## config.mk

```make
export PLATFORM = sky130hd
export DESIGN_NAME = mrna_iso_sequencer
export DESIGN_NICKNAME = d
export VERILOG_FILES = /design/src/rtl/mrna_iso_pkg.sv /design/src/rtl/mrna_iso_pump_phase.sv /design/src/rtl/mrna_iso_sequencer.sv
export SDC_FILE = /design/constraint.sdc
export NUM_CORES = 1
export LEC_CHECK = 0
export BUFFER_PORTS_ARGS = -buffer_cell sky130_fd_sc_hd__clkbuf_2
export CAP_MARGIN = 20
export CORE_ASPECT_RATIO = 1.4
export CORE_MARGIN = 4
export CORE_UTILIZATION = 56
export CTS_CLUSTER_DIAMETER = 30
export CTS_CLUSTER_SIZE = 8
export DETAILED_ROUTE_END_ITERATION = 12
export PLACE_DENSITY = 0.85
export REMOVE_ABC_BUFFERS = 1
export SLEW_MARGIN = 20
export SYNTH_ARGS = -nofsm -noshare
export SYNTH_HDL_FRONTEND = slang
export SYNTH_SLANG_ARGS = --single-unit
export TNS_END_PERCENT = 5
```

## constraint.sdc

```tcl
create_clock -name clk -period 9.6 [get_ports clk]
set_input_delay 0.48 -clock clk [delete_from_list [all_inputs] [get_ports clk]]
set_output_delay 0.48 -clock clk [all_outputs]
set_load 0.02 [all_outputs]
```

## src/rtl/mrna_iso_pkg.sv

```systemverilog
// Shared types and control-line map for the mRNA isolation sequencer.
// ctrl_o bit i follows the line list order below; 1 = closed/pressurized.
package mrna_iso_pkg;

  typedef enum logic [3:0] {
    ST_IDLE       = 4'd0,
    ST_LOAD_CELLS = 4'd1,
    ST_LOAD_BEADS = 4'd2,
    ST_LYSIS      = 4'd3,
    ST_MIX        = 4'd4,
    ST_SEPARATE   = 4'd5,
    ST_WASTE      = 4'd6,
    ST_COLLECT    = 4'd7,
    ST_DONE       = 4'd8
  } state_e;

  localparam int CTRL_W      = 13;
  localparam int B_COLLECT   = 0;
  localparam int B_LYSIS_IN  = 1;
  localparam int B_LYSIS_OUT = 2;
  localparam int B_PUSH      = 3;
  localparam int B_PUMP1     = 4;
  localparam int B_PUMP2     = 5;
  localparam int B_PUMP3     = 6;
  localparam int B_SEP       = 7;
  localparam int B_SIEVE     = 8;
  localparam int B_WASTE     = 9;
  localparam int B_BEADS     = 10;
  localparam int B_CELLS_IN  = 11;
  localparam int B_CELLS_OUT = 12;

  localparam logic [CTRL_W-1:0] ALL_CLOSED = '1;

  // pump = {pump1, pump2, pump3}, only meaningful in MIX
  function automatic logic [CTRL_W-1:0] ctrl_for(state_e s, logic [2:0] pump);
    logic [CTRL_W-1:0] c;
    c = ALL_CLOSED;
    case (s)
      ST_LOAD_CELLS: begin c[B_CELLS_IN] = 1'b0; c[B_SIEVE] = 1'b0; c[B_CELLS_OUT] = 1'b0; end
      ST_LOAD_BEADS: begin c[B_BEADS] = 1'b0; c[B_SIEVE] = 1'b0; c[B_CELLS_OUT] = 1'b0; end
      ST_LYSIS:      begin c[B_LYSIS_IN] = 1'b0; c[B_LYSIS_OUT] = 1'b0; end
      ST_MIX:        begin c[B_PUMP1] = pump[2]; c[B_PUMP2] = pump[1]; c[B_PUMP3] = pump[0]; end
      ST_SEPARATE:   begin c[B_SEP] = 1'b0; c[B_PUSH] = 1'b0; end
      ST_WASTE:      begin c[B_WASTE] = 1'b0; c[B_PUSH] = 1'b0; end
      ST_COLLECT:    begin c[B_COLLECT] = 1'b0; c[B_PUSH] = 1'b0; end
      default:       c = ALL_CLOSED;
    endcase
    return c;
  endfunction

endpackage

```

## src/rtl/mrna_iso_pump_phase.sv

```systemverilog
// Three-phase peristaltic pump pattern generator, PUMP_DIV cycles per phase.
// en is the *next-cycle* MIX flag so pump_nxt can be registered alongside state.
module mrna_iso_pump_phase #(
  parameter int PUMP_DIV = 4
) (
  input  logic       clk,
  input  logic       rst_n,
  input  logic       en,
  output logic [2:0] pump_nxt,
  output logic       round_last
);
  import mrna_iso_pkg::*;

  localparam int DW = (PUMP_DIV > 1) ? $clog2(PUMP_DIV) : 1;
  localparam logic [DW-1:0] DIV_LAST = DW'(PUMP_DIV - 1);

  logic [DW-1:0] div_q, div_d;
  logic [1:0]    ph_q, ph_d;
  logic          act_q;

  // act_q low on the entry edge forces phase 0 (011) at MIX start
  always_comb begin
    div_d = '0;
    ph_d  = '0;
    if (en && act_q) begin
      if (div_q == DIV_LAST) begin
        div_d = '0;
        ph_d  = (ph_q == 2'd2) ? 2'd0 : ph_q + 2'd1;
      end else begin
        div_d = div_q + DW'(1);
        ph_d  = ph_q;
      end
    end
    case (ph_d)
      2'd0:    pump_nxt = 3'b011;
      2'd1:    pump_nxt = 3'b101;
      default: pump_nxt = 3'b110;
    endcase
  end

  assign round_last = act_q && (div_q == DIV_LAST) && (ph_q == 2'd2);

  always_ff @(posedge clk or negedge rst_n) begin
    if (!rst_n) begin
      act_q <= 1'b0;
      div_q <= '0;
      ph_q  <= '0;
    end else begin
      act_q <= en;
      div_q <= div_d;
      ph_q  <= ph_d;
    end
  end

endmodule

```

## src/rtl/mrna_iso_sequencer.sv

```systemverilog
// mRNA isolation chip sequencer: timed valve steps plus a pump-driven MIX step.
// All outputs are registered from the next-state decode.
module mrna_iso_sequencer
  import mrna_iso_pkg::*;
#(
  parameter int CNT_W    = 16,
  parameter int PUMP_DIV = 4
) (
  input  logic             clk,
  input  logic             rst_n,
  input  logic             start,
  input  logic             abort,
  input  logic [CNT_W-1:0] t_step,
  input  logic [7:0]       n_mix,
  output logic             busy,
  output logic             done,
  output logic [3:0]       state_o,
  output logic [12:0]      ctrl_o
);

  state_e           state_q, state_d;
  logic [CNT_W-1:0] cnt_q, t_q, t_last;
  logic [7:0]       n_q, rnd_q;
  logic [2:0]       pump_nxt;
  logic             round_last, step_done, mix_done, timed;

  assign t_last    = (t_q == '0) ? '0 : t_q - CNT_W'(1);
  assign step_done = (cnt_q == t_last);
  assign mix_done  = round_last && (rnd_q == n_q - 8'd1);
  assign timed     = state_q inside {ST_LOAD_CELLS, ST_LOAD_BEADS, ST_LYSIS,
                                     ST_SEPARATE, ST_WASTE, ST_COLLECT};
  assign state_o   = state_q;

  always_comb begin
    state_d = state_q;
    case (state_q)
      ST_IDLE:       if (start) state_d = ST_LOAD_CELLS;
      ST_LOAD_CELLS: if (step_done) state_d = ST_LOAD_BEADS;
      ST_LOAD_BEADS: if (step_done) state_d = ST_LYSIS;
      ST_LYSIS:      if (step_done) state_d = (n_q == 8'd0) ? ST_SEPARATE : ST_MIX;
      ST_MIX:        if (mix_done) state_d = ST_SEPARATE;
      ST_SEPARATE:   if (step_done) state_d = ST_WASTE;
      ST_WASTE:      if (step_done) state_d = ST_COLLECT;
      ST_COLLECT:    if (step_done) state_d = ST_DONE;
      ST_DONE:       state_d = ST_IDLE;
      default:       state_d = ST_IDLE;
    endcase
    if (abort) state_d = ST_IDLE;
  end

  mrna_iso_pump_phase #(.PUMP_DIV(PUMP_DIV)) u_pump (
    .clk        (clk),
    .rst_n      (rst_n),
    .en         (state_d == ST_MIX),
    .pump_nxt   (pump_nxt),
    .round_last (round_last)
  );

  always_ff @(posedge clk or negedge rst_n) begin
    if (!rst_n) begin
      state_q <= ST_IDLE;
      ctrl_o  <= ALL_CLOSED;
      busy    <= 1'b0;
      done    <= 1'b0;
      cnt_q   <= '0;
      rnd_q   <= '0;
      t_q     <= '0;
      n_q     <= '0;
    end else begin
      state_q <= state_d;
      ctrl_o  <= ctrl_for(state_d, pump_nxt);
      busy    <= (state_d != ST_IDLE);
      done    <= (state_d == ST_DONE);
      if (state_q == ST_IDLE && state_d == ST_LOAD_CELLS) begin
        t_q <= t_step;
        n_q <= n_mix;
      end
      if (state_d != state_q) begin
        cnt_q <= '0;
        rnd_q <= '0;
      end else begin
        if (timed) cnt_q <= cnt_q + CNT_W'(1);
        if (state_q == ST_MIX && round_last) rnd_q <= rnd_q + 8'd1;
      end
    end
  end

endmodule

```

# ---- Word level (Yosys, flattened, before mapping)
# Cells that the tools add are included.
# Widths: inputs -> output; s select.
dict set report word_totals {
  regBits 72
  in_bits 28
  output_inout_bits 19
}
dict set report op_classes {
  n_addsub 6
  n_eq_ne 21
  muxes 31
  reduce_logical 16
}
# operator count
set ops {}
lappend ops {{$mux 16} 3}
lappend ops {{$mux 4} 9}
lappend ops {{$eq 4x3->1 const B} 8}
lappend ops {{$pmux 4 s8} 1}
lappend ops {{$add 16x1->16 const B} 1}
lappend ops {{$eq 16x16->1} 1}
lappend ops {{$eq 4x2->1 const B} 4}
lappend ops {{$logic_not 16->1} 1}
lappend ops {{$mux 8} 2}
lappend ops {{$sub 16x1->16 const B} 1}
lappend ops {{$mux 2} 6}
lappend ops {{$add 8x1->8 const B} 1}
lappend ops {{$eq 4x1->1 const B} 2}
lappend ops {{$eq 8x8->1} 1}
lappend ops {{$logic_not 8->1} 1}
lappend ops {{$mux 1} 8}
lappend ops {{$sub 8x1->8 const B} 1}
lappend ops {{$logic_and 1x1->1} 6}
lappend ops {{$pmux 3 s2} 1}
lappend ops {{$reduce_bool 6->1} 1}
lappend ops {{$add 2x1->2 const B} 2}
lappend ops {{$eq 2x2->1 const B} 2}
lappend ops {{$eq 4x4->1 const B} 1}
lappend ops {{$logic_not 4->1} 1}
lappend ops {{other kinds (8)} 9}

# ---- Depth between registers and ports, before layout
dict set report depth {
  depth_word 13
  ltp_mapped 13
}

# ---- Cells and area by module
# A second synthesis with hierarchy kept.
dict set report unflattened {
  hier_cells 458
  hier_area_um2 4470.5
}
# module instances cells_each area_each_um2 seq_area_each_um2
set by_module_without_submodules {}
lappend by_module_without_submodules {mrna_iso_sequencer 1 436 4226.6 1640.3}
lappend by_module_without_submodules {mrna_iso_pump_phase 1 22 244.0 125.1}

# ---- Least setup slack after synthesis
# Ideal clock, no wire load.
dict set report synth_timing {
  path_kind {reg2reg}
  from {reg t_q[0]}
  to {reg ctrl_o[6]}
  setup_ns 0.094
  arrival_ns 3.594
  required_ns 9.506
  setup_slack_ns 5.912
  path_stages_with_launch 12
  cell_sequence {dfrtp_1 > clkbuf_1 > inv_1 > ha_1 > or4b_2 > a41o_1 > and3_1 > a211oi_1 > o2111ai_1 > nor3_2 > mux2_2 > or4_4}
}
dict set report synth_via {
  elab_chain_cells 12
  elab_cells_between_ends 19
  cone_classes {1 x add/sub; 3 x eq/ne; 12 x mux; 3 x reduce/logical}
}
# item line_no
set synth_rtl {}
lappend synth_rtl {{from (decl)} mrna_iso_sequencer.sv:22} ;# logic [CNT_W-1:0] cnt_q, t_q, t_last;
lappend synth_rtl {{from (signal assigned)} mrna_iso_sequencer.sv:75} ;# t_q <= t_step;
lappend synth_rtl {{$sub 16x1->16 or $logic_not 16->1 (tied branches)} mrna_iso_sequencer.sv:27} ;# assign t_last = (t_q == '0) ? '0 : t_q - CNT_W'(1);
lappend synth_rtl {{$mux 16 (*)} mrna_iso_sequencer.sv:27}
lappend synth_rtl {{$eq 16x16->1 (*)} mrna_iso_sequencer.sv:28} ;# assign step_done = (cnt_q == t_last);
lappend synth_rtl {{$mux 4, or another cell as far along} mrna_iso_sequencer.sv:44} ;# ST_COLLECT: if (step_done) state_d = ST_DONE;
lappend synth_rtl {{$pmux 4 s8 (*)} mrna_iso_sequencer.sv:36} ;# case (state_q)
lappend synth_rtl {{$mux 4 (*)} mrna_iso_sequencer.sv:48} ;# if (abort) state_d = ST_IDLE;
lappend synth_rtl {{$eq 4x3->1 (*)} {mrna_iso_pkg.sv:38, mrna_iso_sequencer.sv:54}}
lappend synth_rtl {{$logic_and 1x1->1} mrna_iso_pump_phase.sv:25} ;# if (en && act_q) begin
lappend synth_rtl {{$mux 2} mrna_iso_pump_phase.sv:25}
lappend synth_rtl {{$eq 2x1->1 or $logic_not 2->1 (tied branches)} mrna_iso_pump_phase.sv:34} ;# case (ph_d)
lappend synth_rtl {{$pmux 3 s2} mrna_iso_pump_phase.sv:34}
lappend synth_rtl {{$mux 3 (*)} mrna_iso_pkg.sv:38} ;# case (s)
lappend synth_rtl {{to (signal assigned)} mrna_iso_sequencer.sv:71} ;# ctrl_o <= ctrl_for(state_d, pump_nxt);
lappend synth_rtl {{to (decl)} mrna_iso_sequencer.sv:18} ;# output logic [12:0] ctrl_o
# Every way passes the cells marked *; elsewhere a longest branch is shown, timed or not.
# A chain may end at the register's enable or synchronous reset.

# ---- Worst setup path after layout
dict set report layout_timing {
  from {reg t_q[0]}
  to {reg cnt_q[0]}
}
dict set report layout_via {
  elab_chain_cells 8
  elab_cells_between_ends 15
  cone_classes {1 x add/sub; 2 x eq/ne; 10 x mux; 2 x reduce/logical}
}
# item line_no
set layout_rtl {}
lappend layout_rtl {{$sub 16x1->16 or $logic_not 16->1 (tied branches)} mrna_iso_sequencer.sv:27}
lappend layout_rtl {{$mux 16 (*)} mrna_iso_sequencer.sv:27}
lappend layout_rtl {{$eq 16x16->1 (*)} mrna_iso_sequencer.sv:28}
lappend layout_rtl {{$mux 4, or another cell as far along} mrna_iso_sequencer.sv:44}
lappend layout_rtl {{$pmux 4 s8 (*)} mrna_iso_sequencer.sv:36}
lappend layout_rtl {{$mux 4 (*)} mrna_iso_sequencer.sv:48}
lappend layout_rtl {{$ne 4x4->1 (*)} mrna_iso_sequencer.sv:78} ;# if (state_d != state_q) begin
lappend layout_rtl {{$mux 16 or $reduce_bool 2->1 (tied branches)} --}
lappend layout_rtl {{to (signal assigned)} mrna_iso_sequencer.sv:82} ;# if (timed) cnt_q <= cnt_q + CNT_W'(1);
lappend layout_rtl {{to (decl)} mrna_iso_sequencer.sv:22}
# Marks and branches as above.

==> results.md <==
* Fin crit share at 43.5%
* Arr. time, crit path at 4.37 ns
* Setup slack after layout at 5.43 ns
* RR Startpoint: t_q[0]
* Crit-path cells: inv_1, ha_1, or4b_2, o21ai_0, a21oi_1, o31ai_1, o2111ai_1, or4_4, a31oi_4, nor2_1
* Post-synthesis xor/xnor area fraction at 9.46%
* Area of placed instances at 4560 um^2
* Die height at 112 um
* CTS H-tree depth at 3
* Placed Instances at 556
* R2r endpoint: cnt_q[0]
* Sum Neg Setup Slack at 0 ns
* Fraction of layout cells with a size suffix above 1 at 26.1%
* Synth Instances at 440
* IO Count at 47
* Period minus WS final at 4.17 ns
* Final hold vios at 0
* PortBufs at 46
* DR vias/cell at 6.31
* Hold Buf Count CTS at 0
* Clk pin slew, worst setup/hold paths at 0.07 ns
* Clk_lat worst skew at 0.35 ns
* Gr ovfl total at 0
* Num CTS Buffers at 9
* Final setup fails at 0
* CTS tree: built
* Worst Skew at 0.00640 ns
* Slew Viols, Final at 0
* First drt pass iteration count at 5
* Worst Hold Class: input port to asynchronous set/reset pin
* Worst-case clock buffer depth at 2
* Total vias in the final route at 3610
* Total internal power at 0.547 mW
* Lkg Pwr at 1.90 nW
* Die ar. at 9260 um^2
* R2r worst-path depth at 10
* Final instance area at 4760 um^2
* Final Util at 63.9%
* Power, Total at 0.827 mW
* Ys async rst share at 100%
* Post-route insts no fill at 572
* Slew @ Worst Pin at 0.853 ns
* Initial Utilization at 58.4%
* Area grow syn2layout at 9.46%
* Setup Slack @ Placement at 5.51 ns
* Ys Warns at 0
* Post-Synth Simple-Gate Area at 24.1%
* Cell area after synthesis at 4350 um^2
* Routed len/inst at 17.8 um
* Drt drc at 0
* Max VDD drop at 121 uV
* DRT antenna net count at 0
* Main synth FF type: dfrtp_1
* EDFF count, synth at 0
* Syn Area/Cell at 9.88 um^2
* Fin nets at 503
* RSZ-0062 raised after global routing: no
* Post-synth top area cell: dfrtp_1
* Sequential area share after synthesis at 40.6%
* Total track usage at 24.1%
* Mux contribution to synthesized area at 6.62%
* Share of the synthesized area in the top cell type at 33.9%
* Clock Sinks at 70
* Initial antenna violation count at 0
* Final Hold Slack at 0.309 ns
* Cell chosen for the clock root: clkbuf_8
* Seq. cell area at 1770 um^2
* Area of the multi-input gates at 2400 um^2
* Core area at 7450 um^2
* Post-CTS setup buffer count at 0
* First-pass GRT wire length at 17300 um
* Net switching power at 0.280 mW
* Max stage delay cell, worst path: a31oi_4
* Detailed placer's ending HPWL at 7530 um
* Max-cap violations at 0
* GPL Wtd Cong at 1.02
* Worst endpoint required time at 9.80 ns
* Comb pwr share at 24.6%
* Net Sw Frac at 33.9%
* Number of global-route vias before repair at 3635
* Synth top area cells: dfrtp_1, dfstp_2, mux2_2, xor2_1, xnor2_1
* Startpoint Class: flop
* Synth Area in Compound Gates at 13.7%
* FF+latch count, synth at 70
* Drt total wl at 10200 um
* Outcome: complete, no violations
* CP max stage delay at 0.68 ns
* R2R Setup Slk at 5.43 ns
* Reg power frac at 46.6%
* CP Class: flop to flop
* Largest family of logic cells by synthesized area: simple AND/OR/NAND/NOR gates
* Max Freq at 0.240 GHz
* Rows at 37
* Worst slew margin at 43.1%
* Post-CTS Resized at 0
* Horiz. Die Dim at 82.5 um
* Yosys cell types at 67
* Adder-cell share of the synthesized area at 1.44%
* # diodes at 0
* Clk network pwr share at 28.9%
* Initial DRC count at 250
* Largest net degree at the start of global routing at 71
* Pwr Density at 174 nW/um^2
* Crit path max fanout at 24
* CP Capture Type: flop
* Fill cell count at 609
## cells in the final DEF (no fill, tap or decap), types with 6 or more instances in the layout
master / instances
clkbuf_8: 11
nor4_1: 19
a21oi_1: 10
xor2_1: 26
nor2_2: 11
nor2_1: 34
nor3_1: 13
inv_1: 8
clkbuf_2: 45
xnor2_1: 21
nand4_1: 12
and4_1: 6
nand2b_1: 8
nand2_1: 26
mux2_2: 22
dfrtp_1: 59
nand3_1: 15
dfstp_2: 11
o21ai_0: 14
and3_1: 7
## per-layer routing
layer / wire (um) / share of wire, % / global-route usage (%)
met3: 442 / 4.3 / 4.90
met2: 5420 / 53 / 41.2
met5: 0 / 0 / 0
met4: 364 / 3.6 / 10.9
met1: 3950 / 39 / 28.4
## layout make-up
class | instances | share of cell area (%)
well taps | 97 | 2.55
clock inverters | 3 | 0.894
inverters | 8 | 0.631
flip-flops and latches | 70 | 37.1
repair buffers | 47 | 4.99
clock buffers | 13 | 3.34
multi-input cells | 334 | 50.5
## synthesized netlist by cell type (all sizes together), types with 2 or more instances
| library cell | n |
|---|---|
| o31a | 4 |
| or3 | 4 |
| o2111ai | 4 |
| dfstp | 11 |
| nor2b | 3 |
| clkbuf | 18 |
| a31oi | 5 |
| or4 | 8 |
| nor3 | 14 |
| and3b | 2 |
| nand4 | 12 |
| nor4 | 20 |
| o41ai | 4 |
| and4 | 6 |
| xnor2 | 21 |
| nand2b | 8 |
| o21ai | 14 |
| ha | 5 |
| nand2 | 27 |
| nor3b | 2 |
| inv | 8 |
| a211oi | 4 |
| mux2 | 22 |
| xor2 | 26 |
| o31ai | 4 |
| o211ai | 4 |
| o21a | 2 |
| nand3 | 15 |
| mux2i | 4 |
| nor2 | 45 |
| and2 | 4 |
| dfrtp | 59 |
| a21oi | 10 |
| o221ai | 2 |
| a2111oi | 2 |
| buf | 10 |
| and3 | 7 |
| nand3b | 3 |
## state kept, by name, summed over array words and instances, names as in the netlist
register / flops
cnt_q: 16
t_q: 16
ctrl_o: 11
n_q: 8
rnd_q: 8
state_o: 4
u_pump.div_q: 2
u_pump.ph_q: 2
busy: 1
done: 1
u_pump.act_q: 1
## power by group through the flow
stage               Combinational (mW)  Clock, mW  Sequential, mW
floorplan                        0.152          0           0.372
global placement                 0.195          0           0.385
detailed placement               0.200          0           0.388
CTS                              0.202      0.244           0.383
global route                     0.226      0.257           0.391
finish                           0.203      0.239           0.385
## worst max-delay path by stage
stage / depth (start not counted) / startpoint / end
after floorplan: 10 / t_q[0] / ctrl_o[6]
after CTS: 10 / t_q[0] / cnt_q[0]
after global routing: 10 / t_q[0] / cnt_q[0]
after detailed placement: 10 / t_q[0] / rnd_q[4]
final: 10 / t_q[0] / cnt_q[0]
after global placement: 10 / t_q[0] / rnd_q[7]
## cell families (layout without fill, tap and decap cells)
family | Yosys count | after routing
buffers and inverters | 36 | 71
XOR/XNOR | 47 | 47
adder cells (fa/ha/maj) | 5 | 5
AND/OR/NAND/NOR | 184 | 184
multiplexers | 26 | 26
flip-flops | 70 | 70
AO/OA/AOI/OAI | 72 | 72
## critical path, delay by kind of cell (launching register included)
family / cells / cell delay (ns)
DFF: 1 / 0.47
adders and majority gates: 1 / 0.29
buffers and inverters: 1 / 0.12
AOI/OAI and AO/OA: 5 / 1.82
and+or+nand+nor: 3 / 1.32
Note: power is estimated with default switching activity, not from simulation.
